`src/rtl/apb_cmd_master_pkg.sv`:
```
// Shared types and constants for the APB command master.
package apb_cmd_master_pkg;

  localparam int unsigned APB_DATA_WIDTH = 32;

  typedef enum logic [1:0] {
    IDLE   = 2'd0,
    SETUP  = 2'd1,
    ACCESS = 2'd2,
    RESP   = 2'd3
  } state_t;

  typedef struct packed {
    logic [APB_DATA_WIDTH-1:0] rdata;
    logic                      err;
    logic                      timeout;
  } apb_rsp_t;

endpackage

```
`src/rtl/apb_cmd_master.sv`:
```
// APB3 initiator: one valid/ready command becomes one APB transfer,
// with the result returned on a valid/ready response port.
module apb_cmd_master
  import apb_cmd_master_pkg::*;
#(
  parameter int unsigned APB_ADDR_WIDTH = 12,
  parameter int unsigned TIMEOUT_CYCLES = 255
) (
  input  logic                      HCLK,
  input  logic                      HRESETn,
  input  logic                      cmd_valid_i,
  output logic                      cmd_ready_o,
  input  logic                      cmd_write_i,
  input  logic [APB_ADDR_WIDTH-1:0] cmd_addr_i,
  input  logic [APB_DATA_WIDTH-1:0] cmd_wdata_i,
  output logic                      rsp_valid_o,
  input  logic                      rsp_ready_i,
  output logic [APB_DATA_WIDTH-1:0] rsp_rdata_o,
  output logic                      rsp_err_o,
  output logic                      rsp_timeout_o,
  output logic                      busy_o,
  output logic [APB_ADDR_WIDTH-1:0] PADDR,
  output logic [APB_DATA_WIDTH-1:0] PWDATA,
  output logic                      PWRITE,
  output logic                      PSEL,
  output logic                      PENABLE,
  input  logic [APB_DATA_WIDTH-1:0] PRDATA,
  input  logic                      PREADY,
  input  logic                      PSLVERR
);

  localparam int unsigned CNT_W = (TIMEOUT_CYCLES > 1) ? $clog2(TIMEOUT_CYCLES) : 1;
  localparam bit          TIMEOUT_EN = (TIMEOUT_CYCLES != 0);
  // Last ACCESS cycle index allowed before the abort; unused when disabled.
  localparam logic [CNT_W-1:0] TERM_CNT = CNT_W'(TIMEOUT_CYCLES - 1);
  localparam logic [APB_ADDR_WIDTH-1:0] WORD_MASK = ~APB_ADDR_WIDTH'(3);

  state_t             state_q;
  logic [CNT_W-1:0]   cnt_q;
  apb_rsp_t           rsp_q;

  assign rsp_rdata_o   = rsp_q.rdata;
  assign rsp_err_o     = rsp_q.err;
  assign rsp_timeout_o = rsp_q.timeout;

  // Transfer sequencer: state, APB drive, response capture and wait counter.
  always_ff @(posedge HCLK) begin
    if (!HRESETn) begin
      state_q     <= IDLE;
      cnt_q       <= '0;
      rsp_q       <= '0;
      cmd_ready_o <= 1'b0;
      rsp_valid_o <= 1'b0;
      busy_o      <= 1'b0;
      PADDR       <= '0;
      PWDATA      <= '0;
      PWRITE      <= 1'b0;
      PSEL        <= 1'b0;
      PENABLE     <= 1'b0;
    end else begin
      case (state_q)
        IDLE: begin
          cmd_ready_o <= 1'b1;
          if (cmd_valid_i && cmd_ready_o) begin
            PWRITE      <= cmd_write_i;
            PADDR       <= cmd_addr_i & WORD_MASK;
            PWDATA      <= cmd_wdata_i;
            cnt_q       <= '0;
            cmd_ready_o <= 1'b0;
            busy_o      <= 1'b1;
            PSEL        <= 1'b1;
            PENABLE     <= 1'b0;
            state_q     <= SETUP;
          end
        end

        SETUP: begin
          PENABLE <= 1'b1;
          state_q <= ACCESS;
        end

        ACCESS: begin
          // Completion is checked first so a late PREADY beats the timeout.
          if (PREADY) begin
            rsp_q.rdata   <= PWRITE ? '0 : PRDATA;
            rsp_q.err     <= PSLVERR;
            rsp_q.timeout <= 1'b0;
            PSEL          <= 1'b0;
            PENABLE       <= 1'b0;
            rsp_valid_o   <= 1'b1;
            state_q       <= RESP;
          end else if (TIMEOUT_EN && (cnt_q == TERM_CNT)) begin
            rsp_q.rdata   <= '0;
            rsp_q.err     <= 1'b1;
            rsp_q.timeout <= 1'b1;
            PSEL          <= 1'b0;
            PENABLE       <= 1'b0;
            rsp_valid_o   <= 1'b1;
            state_q       <= RESP;
          end else if (cnt_q != '1) begin
            cnt_q <= cnt_q + CNT_W'(1);
          end
        end

        RESP: begin
          if (rsp_ready_i) begin
            rsp_valid_o <= 1'b0;
            busy_o      <= 1'b0;
            cmd_ready_o <= 1'b1;
            state_q     <= IDLE;
          end
        end

        default: state_q <= IDLE;
      endcase
    end
  end

endmodule
```
`config.mk`:
```
export PLATFORM = sky130hd
export DESIGN_NAME = apb_cmd_master
export DESIGN_NICKNAME = d
export VERILOG_FILES = /design/src/rtl/apb_cmd_master_pkg.sv /design/src/rtl/apb_cmd_master.sv
export SDC_FILE = /design/constraint.sdc
export NUM_CORES = 1
export LEC_CHECK = 0
export CAP_MARGIN = 20
export CORE_MARGIN = 10
export CORE_UTILIZATION = 37
export DETAILED_ROUTE_END_ITERATION = 16
export PLACE_DENSITY_LB_ADDON = 0.15
export SYNTH_ARGS = -nofsm -noshare
export SYNTH_HDL_FRONTEND = slang
export SYNTH_SLANG_ARGS = --single-unit
```
`constraint.sdc`:
```
create_clock -name HCLK -period 1.65 [get_ports HCLK]
set_input_delay 0.165 -clock HCLK [delete_from_list [all_inputs] [get_ports HCLK]]
set_output_delay 0.165 -clock HCLK [all_outputs]
set_load 0.005 [all_outputs]
```
Word level (Yosys, flattened, before mapping)
Cells that the tools add are included.
{ "classes": {"muxes": 27, "n_reduce_logical": 16, "eq_ne": 11, "n_addsub": 1} }
{ "op_table": {"columns": ["cell", "count"], "rows": [
  ["$mux 34", 2],
  ["$mux 32", 1],
  ["$mux 8", 4],
  ["$pmux 8 s2", 1],
  ["$reduce_and 3->1", 5],
  ["$ne 2x2->1 const B", 5],
  ["$mux 1", 9],
  ["$add 8x1->8 const B", 1],
  ["$eq 8x8->1 const B", 1],
  ["$mux 2", 4],
  ["$ne 8x8->1 const B", 1],
  ["$pmux 1 s2", 4],
  ["$pmux 2 s4", 1],
  ["$reduce_bool 2->1", 4],
  ["$reduce_and 2->1", 3],
  ["$reduce_and 5->1", 1],
  ["$eq 2x2->1 const B", 2],
  ["$ne 3x3->1 const B", 1],
  ["$pmux 1 s3", 1],
  ["$reduce_bool 3->1", 1],
  ["$eq 2x1->1 const B", 1],
  ["$logic_not 2->1", 1],
  ["$logic_and 1x1->1", 1]
]} }
{ "word_totals": {"regBits": 92, "in_bits": 83, "word_cells": 68} }

Logic depth before layout (Yosys ltp)
Gate-level depths: netlist (run 1).
{ "depth": {"ltp_word": 5, "mapped_depth": 7} }

Worst setup path after synthesis (run 1)
No wires, ideal clock.
{ "synth_timing": {"kind": "flip-flop to flip-flop", "start": "register state_q[0]", "end": "register cnt_q[4]", "setup_ns": 0.070, "path_stages_with_launch": 8, "arrival_time_ns": 1.588, "slack_ns": -0.008, "required_ns": 1.580, "path_cell_list": "dfxtp_1 -> inv_1 -> ha_1 -> buf_6 -> nand2_8 -> o21ai_2 -> or4_1 -> a21oi_1"} }
{ "synth_between": {"elab_chain_cells": 3} }
{ "synth_rtl": {"columns": ["element", "line_no", "text"], "rows": [
  ["from (decl)", "apb_cmd_master.sv:38", "state_t state_q;"],
  ["from (signal assigned)", "apb_cmd_master.sv:49", "state_q <= IDLE;"],
  ["from (signal assigned)", "apb_cmd_master.sv:73", "state_q <= SETUP;"],
  ["from (signal assigned)", "apb_cmd_master.sv:79", "state_q <= ACCESS;"],
  ["$eq 2x2->1 / $logic_not 2->1 (equally long branches)", "apb_cmd_master.sv:61", "case (state_q)"],
  ["$ne 2x2->1 (no source line) / $reduce_bool 2->1 (equally long branches)", null, null],
  ["$reduce_and 5->1 (no source line)", null, null],
  ["to (signal assigned)", "apb_cmd_master.sv:101", "cnt_q <= cnt_q + CNT_W'(1);"],
  ["to (decl)", "apb_cmd_master.sv:39", "logic [CNT_W-1:0] cnt_q;"]
]} }
Parallel ways exist; a longest one is shown, timed or not.
A chain may end at the register's enable or synchronous reset.

Final worst setup path (run 1)
{ "layout_timing": {"start": "register cnt_q[0]", "end": "register rsp_q, in the netlist rsp_rdata_o[31]"} }
{ "layout_between": {"elab_chain_cells": 3} }
{ "layout_rtl": {"columns": ["element", "line_no", "text"], "rows": [
  ["$eq 8x8->1", "apb_cmd_master.sv:92", "end else if (TIMEOUT_EN && (cnt_q == TERM_CNT)) begin"],
  ["$reduce_bool 2->1 (no source line)", null, null],
  ["$reduce_and 2->1 (no source line)", null, null],
  ["to (decl)", "apb_cmd_master.sv:40", "apb_rsp_t rsp_q;"]
]} }
No other way between the ends.

==> results of run 1 <==
## per-layer routing
layer,global-route usage [%],up-vias,wire [microns],share of wire (%)
li1,-,1681,-,-
met1,18.2,1578,4970,43
met2,25.1,104,5520,48
met3,6.00,8,882,7.7
met4,4.12,0,105,0.92
met5,0,-,0,0
## logic make-up after synthesis
logic type / count (synthesis) / synth area share, %
other: 1 / 0.104
AOI/OAI and AO/OA: 105 / 22.6
and+or+nand+nor: 136 / 17.4
DFF: 92 / 51.1
adders and majority gates: 7 / 2.43
muxes: 6 / 1.67
buffers and inverters: 30 / 4.65
## layout make-up
class | instances | area, sq um
Clock buffer | 10 | 128
Timing Repair Buffer | 200 | 1980
Tap cell | 129 | 161
Fill cell | 836 | 3510
Clock inverter | 6 | 48.8
Inverter | 6 | 22.5
Sequential cell | 92 | 1850
Multi-Input combinational cell | 256 | 1670
## power groups by stage
stage          Combinational [mW]  Clock [mW]  Sequential (mW)
2_1_floorplan               0.963           0             2.72
3_3_place_gp                 2.14           0             2.67
3_5_place_dp                 2.19           0             2.69
4_1_cts                      2.25        1.45             2.65
5_1_grt                      2.52        1.53             2.69
6_report                     2.31        1.39             2.65
## worst paths after layout
kind                           from                            to  depth (start not counted)
max reg2reg   cnt_q[0]$_SDFFE_PN0P_  rsp_rdata_o[31]$_SDFFE_PN0P_                          7
max           cnt_q[0]$_SDFFE_PN0P_  rsp_rdata_o[31]$_SDFFE_PN0P_                          7
min                         HRESETn    rsp_timeout_o$_SDFFE_PN0P_                          3
min reg2reg  PWDATA[2]$_SDFFE_PN0P_        PWDATA[2]$_SDFFE_PN0P_                          2
## timing repair
| item | CTS | global route |
|---|---|---|
| pin swaps | 3 | 8 |
| buffers inserted | 2 | 4 |
| resized for setup | 6 | 16 |
| hold buffers | 0 | 0 |
| endpoints found under the setup margin | 38 | 38 |
| gates cloned | 0 | 2 |
## metrics by stage
stage | setup TNS (ns) | power, mW | hold slack, ns | worst slack [ns] | util, %
finish | 0 | 6.35 | 0.122 | 0.00948 | 62.5
global placement | -0.767 | 4.82 | 0.449 | -0.0267 | 58.9
floorplan | 0 | 3.68 | 0.279 | 0.00202 | -
detailed placement | -1.43 | 4.87 | 0.454 | -0.0868 | 58.9
CTS | 0 | 6.34 | 0.111 | 0.00238 | 61.3
global route | -1.04 | 6.74 | 0.145 | -0.0514 | 62.5
## worst register-to-register path: cells and delay by family, from the launching register on
family          cells  cell delay [ns]
compound gates      3             0.63
fa+ha+maj           1             0.17
flops               1             0.35
buf+inv             2             0.22
simple gates        1             0.17
## state kept, by name, indices dropped and copies added, names as in the netlist
register       cells
busy_o             1
rsp_valid_o        1
rsp_err_o          1
PWDATA            32
PENABLE            1
PWRITE             1
rsp_rdata_o       32
PSEL               1
rsp_timeout_o      1
cmd_ready_o        1
PADDR             10
state_q            2
cnt_q              8
## placed cells by master, fill, tap and decap left out, types with 2 or more instances in the layout
cell type | Yosys | layout
dfxtp_2 | 0 | 3
nand2b_1 | 5 | 5
nand3_1 | 6 | 5
nand2_1 | 101 | 101
buf_12 | 0 | 4
o22ai_1 | 2 | 2
ha_1 | 7 | 4
o31ai_1 | 2 | 2
dfxtp_1 | 92 | 88
ha_4 | 0 | 2
a31oi_1 | 2 | 2
nor2_1 | 4 | 4
clkbuf_8 | 0 | 9
a21oi_2 | 0 | 2
and3_2 | 2 | 2
nor2b_1 | 2 | 2
nand4_1 | 3 | 3
nand3_2 | 1 | 2
mux2i_1 | 6 | 6
o211ai_1 | 3 | 3
buf_6 | 4 | 2
conb_1 | 1 | 2
a21boi_0 | 43 | 43
clkdlybuf4s50_1 | 0 | 161
a22o_1 | 32 | 32
o21ai_0 | 6 | 6
inv_2 | 0 | 3
or4_4 | 0 | 2
clkinvlp_4 | 0 | 2
nor4_2 | 0 | 2
a21oi_1 | 7 | 5
buf_4 | 5 | 31
inv_1 | 6 | 3
==> results_dict.tcl, run 1 <==
set metrics [dict create \
    status "complete, no violations" \
    min_period_ns 1.64 \
    cap_viol_max_count 0 \
    hold_viol 0 \
    crit_buf_inv 2 \
    fin_crit_sh_pct 99.4 \
    synth_most_common_cell "nand2_1" \
    p_per_area_nw_per_um2 1080 \
    combPwrFrac_pct 36.3 \
    instances_no_fill 699 \
    pwr-share-seq_pct 41.8 \
    cp_max_fo 16 \
    timing.fmax_mhz 610 \
    cp_data_required_time_ns 1.89 \
    clockBufferDepth 2 \
    p_sw_mw 1.98 \
    cpMaxStageDelayCell "dfxtp_2" \
    synthTopCellsByArea "dfxtp_1, nand2_1, a21boi_0" \
    swShare_pct 31.3 \
    htreeDepth 3 \
    dpl_cell_area_sq_um 5520 \
    dieArea_sq_um 14100 \
    final_layout_size_suffix_gt1_share_pct 14.7 \
    fin_nets 655 \
    yosysWarnings 0 \
    crit_chain "inv_2 > ha_2 > nand4_1 > o21ai_4 > a21boi_4 > buf_12 > a22o_1" \
    cts_root_buffer "clkbuf_8" \
    hold_class "input pin to register" \
    crit_family "compound AO/OA/AOI/OAI gates" \
    synth-edff-count 0 \
    syn_avg_cell_area_sq_um 9.56 \
    vias 3371 \
    area_delta_synth_final_pct 62.6 \
    netlist.area_leader.share_pct 51.1 \
    cp-start-kind "register" \
    critPathKind "register to register" \
    port_buffers 162 \
    async_flop_share_pct 0 \
    synth_common_cells "nand2_1, dfxtp_1, a21boi_0" \
    antenna_cells 0 \
    p_leak_nw 2.13 \
    synth_seq_area_share_pct 51.1 \
    clock_skew_ns 0.0125 \
    antenna_found_initial 0 \
    rows 35 \
    drt-total-wl_mm 11.5 \
    initial_utilization_pct 38.5 \
    stdcell_area_sq_um 5860 \
    p_int_mw 4.36 \
    insertion_delay_ns 0.35 \
    place_inst 675 \
    fp.dieH_microns 119 \
    routabilityCongestion 0.811 \
    clkSlewWorstSetupHoldPaths_ns 0.10 \
    clkPwrFrac_pct 21.8 \
    endpoint_kind "register" \
    first_pass_iters 4 \
    grt_pass1_vias 3293 \
    grt_pass1_wl_mm 17.8 \
    drc_errors 0 \
    slew_violations 0 \
    numCtsBuffers 9 \
    cts_tree "yes" \
    drtAntennaViolNets 0 \
    grt_max_degree 44 \
    syn_area_sq_um 3600 \
    syn_inst 377 \
    grtUsageTotal_pct 15.3 \
    dp_hpwl_mm 8.53 \
    yosysTopAreaCell "dfxtp_1" \
    grt_remaining_overflow 0 \
    via_per_inst 4.82 \
    synth_cell_type_count 41 \
    cp_slowest_stage_delay_ns 0.35 \
    reg2reg_slack_ns 0.009 \
    synthFlopType "dfxtp_1" \
    setup_viol 0 \
    ys_ff_latch 92 \
    arrival_ns 1.88 \
    drtIter0Drc 222 \
    clkSinkCount 92 \
    io_pins 167 \
    vdd_drop_max_uv 869 \
    die_w_microns 119 \
    rsz0062_at_grt "yes" \
    wl_per_cell_microns 16.4 \
    core_sq_um 9370 \
]
Note: power is estimated with default switching activity, not from simulation.
==> run 2, diff against run 1 <==
- CORE_MARGIN: 10 -> 1
==> results_dict.tcl, run 2 (synthesized netlist as in run 1, its figures left out) <==
set metrics [dict create \
    antenna_found_initial 0 \
    final_cell_mix "clkdlybuf4s50_1, nand2_1, dfxtp_1" \
    fp.dieH_microns 101 \
    initial_utilization_pct 38.6 \
    insertion_delay_ns 0.35 \
    grt_max_degree 45 \
    grt_pass1_vias 3161 \
    crit_chain "ha_1 > o211ai_1 > buf_4 > nor3_4 > or4_4 > a21oi_2" \
    critPathKind "register to register" \
    rows 35 \
    cpMaxStageDelayCell "or4_4" \
    die_w_microns 101 \
    wl_per_cell_microns 13.8 \
    fin_crit_sh_pct 101 \
    numCtsBuffers 9 \
    holdBufCountCts 0 \
    io_pins 167 \
    cp-start-kind "register" \
    multiInputGateArea_sq_um 1680 \
    fin_nets 653 \
    clkSinkCount 92 \
    antenna_cells 0 \
    grt_remaining_overflow 0 \
    cp_data_required_time_ns 1.94 \
    fin_ws_ns -0.0157 \
    crit_buf_inv 1 \
    slew_violations 0 \
    grtUsageTotal_pct 18.8 \
    power.total_mw 6.44 \
    fill_cells 821 \
    arrival_ns 1.95 \
    cts_root_buffer "clkbuf_8" \
    dp_hpwl_mm 6.80 \
    rsz0062_at_grt "yes" \
    hold_class "input pin to register" \
    register_area_sq_um 1850 \
    drtAntennaViolNets 0 \
    routabilityCongestion 0.881 \
    vdd_drop_max_uv 734 \
    cap_viol_max_count 0 \
    drt-total-wl_mm 9.61 \
    area_delta_synth_final_pct 62.2 \
    drc_errors 0 \
    status "finished with violations" \
    hold_viol 0 \
    instances_no_fill 696 \
    grt_pass1_wl_mm 15.3 \
    p_per_area_nw_per_um2 1100 \
    via_per_inst 4.76 \
    drtIter0Drc 150 \
    setup_viol 1 \
    cts_tree "yes" \
    clock_skew_ns 0.0154 \
    clockBufferDepth 2 \
    core_sq_um 9330 \
    place_inst 674 \
    port_buffers 162 \
    dieArea_sq_um 10100 \
    min_period_ns 1.67 \
    final_common_cell "clkdlybuf4s50_1" \
    fin_util_pct 62.7 \
    cp_slowest_stage_delay_ns 0.49 \
    vias 3312 \
    violations "setup timing" \
    cp_max_fo 4 \
    clkSlewWorstSetupHoldPaths_ns 0.09 \
    endpoint_kind "register" \
    timing.fmax_mhz 600 \
    first_pass_iters 4 \
    htreeDepth 3 \
    crit_family "simple AND/OR/NAND/NOR gates" \
    p_leak_nw 2.12 \
    final_layout_size_suffix_gt1_share_pct 14.1 \
]
run 2: cell count changes in the layout (fill, tap and decap cells not counted), sizes merged:
| cell | delta |
|---|---|
| clkinv | -2 |
| clkinvlp | +1 |
| bufinv | +1 |
| clkbuf | -1 |
| inv | -1 |
| buf | -1 |
run 2: layout make-up:
| class | instances | share of cell area, % |
|---|---|---|
| multi-input combinational | 256 | 28.7 |
| clock inverter | 5 | 1.05 |
| timing repair buffer | 198 | 33.0 |
| inverter | 6 | 0.471 |
| tap | 129 | 2.76 |
| sequential | 92 | 31.7 |
| clock buffer | 10 | 2.35 |
run 2: metrics by stage:
stage / hold WS (ns) / setup WS, ns / TNS, ns / cell area [sq um]
detailed placement: 0.454 / -0.0690 / -0.320 / 5500
global route: 0.0998 / -0.0749 / -0.106 / 5840
finish: 0.0962 / -0.0157 / -0.0157 / 5840
CTS: 0.0856 / 0.000360 / 0 / 5740
global placement: 0.449 / -0.0512 / -0.145 / 5500
floorplan: 0.279 / 0.00202 / 0 / 3610
run 2: worst paths after layout:
kind                            slack (ns)  cells after the start                         end                    start
worst max-delay path                 -0.02                      6       cnt_q[3]$_SDFFE_PN0P_    cnt_q[0]$_SDFFE_PN0P_
worst min-delay path                   0.1                      3  rsp_timeout_o$_SDFFE_PN0P_                  HRESETn
worst max register to register       -0.02                      6       cnt_q[3]$_SDFFE_PN0P_    cnt_q[0]$_SDFFE_PN0P_
worst min register to register        0.46                      2     PWDATA[31]$_SDFFE_PN0P_  PWDATA[31]$_SDFFE_PN0P_
run 2: routing by layer:
layer / GRT usage [%] / wire length [microns] / vias up
li1: - / - / 1668
met1: 24.5 / 4310 / 1519
met2: 30.1 / 4390 / 115
met3: 5.55 / 812 / 10
met4: 5.69 / 91 / 0
met5: 0 / 0 / -
run 2: worst min-delay path, delay by kind of cell:
| kind | cells | cell delay, ns |
|---|---|---|
| buffers and inverters | 1 | 0.14 |
| and+or+nand+nor | 2 | 0.11 |
run 2: timing repair:
item,4_1_cts,5_1_grt
pin swaps,4,8
setup buffers,1,6
endpoints found under the hold margin,0,0
setup endpoints to repair,39,37
gates resized for setup,6,19
run 2: where the power goes:
group          switching [mW]  leakage, nW  internal, mW
clock network           0.803       0.0910         0.740
logic                   0.957         1.28          1.27
registers               0.174        0.748          2.50
total                    1.93         2.12          4.51
==> variant: new RTL, config.mk and constraints of run 1 <==
Re-encode `state_t` (4 states) as one-hot, 4 bits wide.
--- a/src/rtl/apb_cmd_master_pkg.sv
+++ b/src/rtl/apb_cmd_master_pkg.sv
@@ -3,11 +3,11 @@
 
   localparam int unsigned APB_DATA_WIDTH = 32;
 
-  typedef enum logic [1:0] {
-    IDLE   = 2'd0,
-    SETUP  = 2'd1,
-    ACCESS = 2'd2,
-    RESP   = 2'd3
+  typedef enum logic [3:0] {
+    IDLE   = 4'b0001,
+    SETUP  = 4'b0010,
+    ACCESS = 4'b0100,
+    RESP   = 4'b1000
   } state_t;
 
   typedef struct packed {
Formal check against the unedited RTL: same outputs for any inputs over 10 cycles, from zero or initial values and one cycle with HRESETn low; not proved beyond that.
==> variant against run 1 <==
- area after synthesis grew 0.38%
- maximum frequency is essentially flat
- wire length grew 3.6%
- worst setup slack gained 0.0016 ns
- sequential cell count grew 2
- final area shrank 0.68%
Power is not compared: it rests on default switching activity, and its combinational part moved more than twofold at a synthesized area within 25%.
==> variant: results (changes against run 1) <==
stage,metric,value,unit,change
yosys,synthTopCellsByArea,"dfxtp_1 (52%), nand2_1 (13%), a21oi_1 (7.5%)",,
place,gp_congestion,0.830,,+2.3%
drt,drt_iter0_markers,206,,-7.2%
drt,met2_length,5180,microns,-6.1%
place,io_buffers,162,,unchanged
place,post_dp_cell_area,5510,sq um,-0.32%
global_routing,grt_usage,0.160,,+0.00715
clock_tree,htreeDepth,3,,unchanged
global_routing,grt_antenna_before_repair,0,,unchanged
yosys,synth.yosys.seq_area_share,0.520,,+0.00912
drt,vias,3667,,+8.8%
setup_path,crit_fanout,11,,-5
yosys,yosysWarningCount,0,,unchanged
setup_path,crit_family,simple AND/OR/NAND/NOR gates,,
setup_path,crit_arrival,1.93,ns,+0.05 ns
yosys,synth_cell_types,35,,-15%
drt,met3_length,1270,microns,+44%
place,dp_cells,728,,+7.9%
min_path,hp-class,in2reg,,
yosys,synthCells,443,,+18%
clock_tree,clk_latency,0.36,ns,
place,hpwl,8580,microns,+0.61%
layout,n_antenna_cell,0,,unchanged
setup_path,crit_path_max_incr_delay,0.49,ns,+0.14 ns
yosys,synth-xor-area-share,0,,unchanged
power,power_leakage,2.01,nW,
drt,wl_per_cell,15.9,microns,-3.1%
yosys,synthTopCellsByCount,"nand2_1 (125), dfxtp_1 (94), a21oi_1 (54)",,
clock_tree,cts-root-buf,clkbuf_8,,
yosys,synth-adder-area-share,0.00692,,-0.0174
yosys,synth-compound-area-share,0.163,,-0.0638
global_routing,first_global_vias,3581,,+8.7%
place,dp_slack,-0.158,ns,-0.0709 ns
layout,final_nets,694,,+6.0%
sta,fin_worst_skew,0.0111,ns,-0.00136 ns
drt,met1_length,5300,microns,+6.7%
yosys,synth-main-ff-cell,dfxtp_1,,
layout,instances_no_fill,747,,+6.9%
power,vdd_drop_max,0.420,mV,
run_status,status,"complete, no violations",,
global_routing,grt_pass1_wl,18800,microns,+5.5%
clock_tree,clock_path_buffers,2,,unchanged
setup_path,slowest_stage,or4_4,,
clock_tree,cts.clk_slew.worst_paths,0.09,ns,
drt,dr.pass1.iters,6,,+2
drt,top_layer,met4,,
yosys,async_flop_share,0,,unchanged
layout,drive_gt1_frac,0.101,,-0.0464
yosys,synth_mux_area_frac,0,,-0.0167
clock_tree,numCtsBuffers,9,,unchanged
global_routing,grt_max_degree,38,,-14%
## variant: cell count changes in the layout (fill, tap and decap cells not counted), sizes merged, moves of 6 or more
cell,change
a21oi,+47
buf,-8
a22o,-32
nand2,+23
nor2,+6
mux2i,-6
nand4,+31
o21ai,+30
a21boi,-44
## variant: per-layer routing
metal  global-route usage  vias to the layer above
met5                    0                        -
met4               0.0573                        0
met3               0.0827                       10
met2                0.241                      124
met1                0.192                     1669
li1                     -                     1864
## variant: worst paths after layout
check | cells past startpoint | to | slack (ns) | from
max reg2reg | 5 | cnt_q[6]$_SDFFE_PN0P_ | 0.01 | cnt_q[0]$_SDFFE_PN0P_
max | 5 | cnt_q[6]$_SDFFE_PN0P_ | 0.01 | cnt_q[0]$_SDFFE_PN0P_
min | 3 | PADDR[8]$_SDFFE_PN0P_ | 0.34 | cmd_addr_i[8]
min reg2reg | 2 | PWDATA[11]$_SDFFE_PN0P_ | 0.46 | PWDATA[11]$_SDFFE_PN0P_
## variant: power by group
group          leakage (nW)  internal [W]  switching [W]
Clock                0.0998      0.000858       0.000821
Sequential            0.762       0.00233      0.0000366
Combinational          1.15      0.000382       0.000263
Total                  2.01       0.00357        0.00112
## variant: repair_timing
| action | CTS | global route |
|---|---|---|
| pin swaps | 0 | 6 |
| cloned | 0 | 2 |
| endpoints found under the setup margin | 19 | 82 |
| buffers inserted | 0 | 1 |
| gates resized for setup | 3 | 14 |
## variant: layout make-up
cell class | count | area [sq um]
Sequential cell | 94 | 1890
Clock inverter | 5 | 83.8
Timing Repair Buffer | 193 | 1950
Multi-Input combinational cell | 308 | 1590
Clock buffer | 11 | 131
Inverter | 3 | 11.3
Fill cell | 898 | 3820
Tap cell | 133 | 166
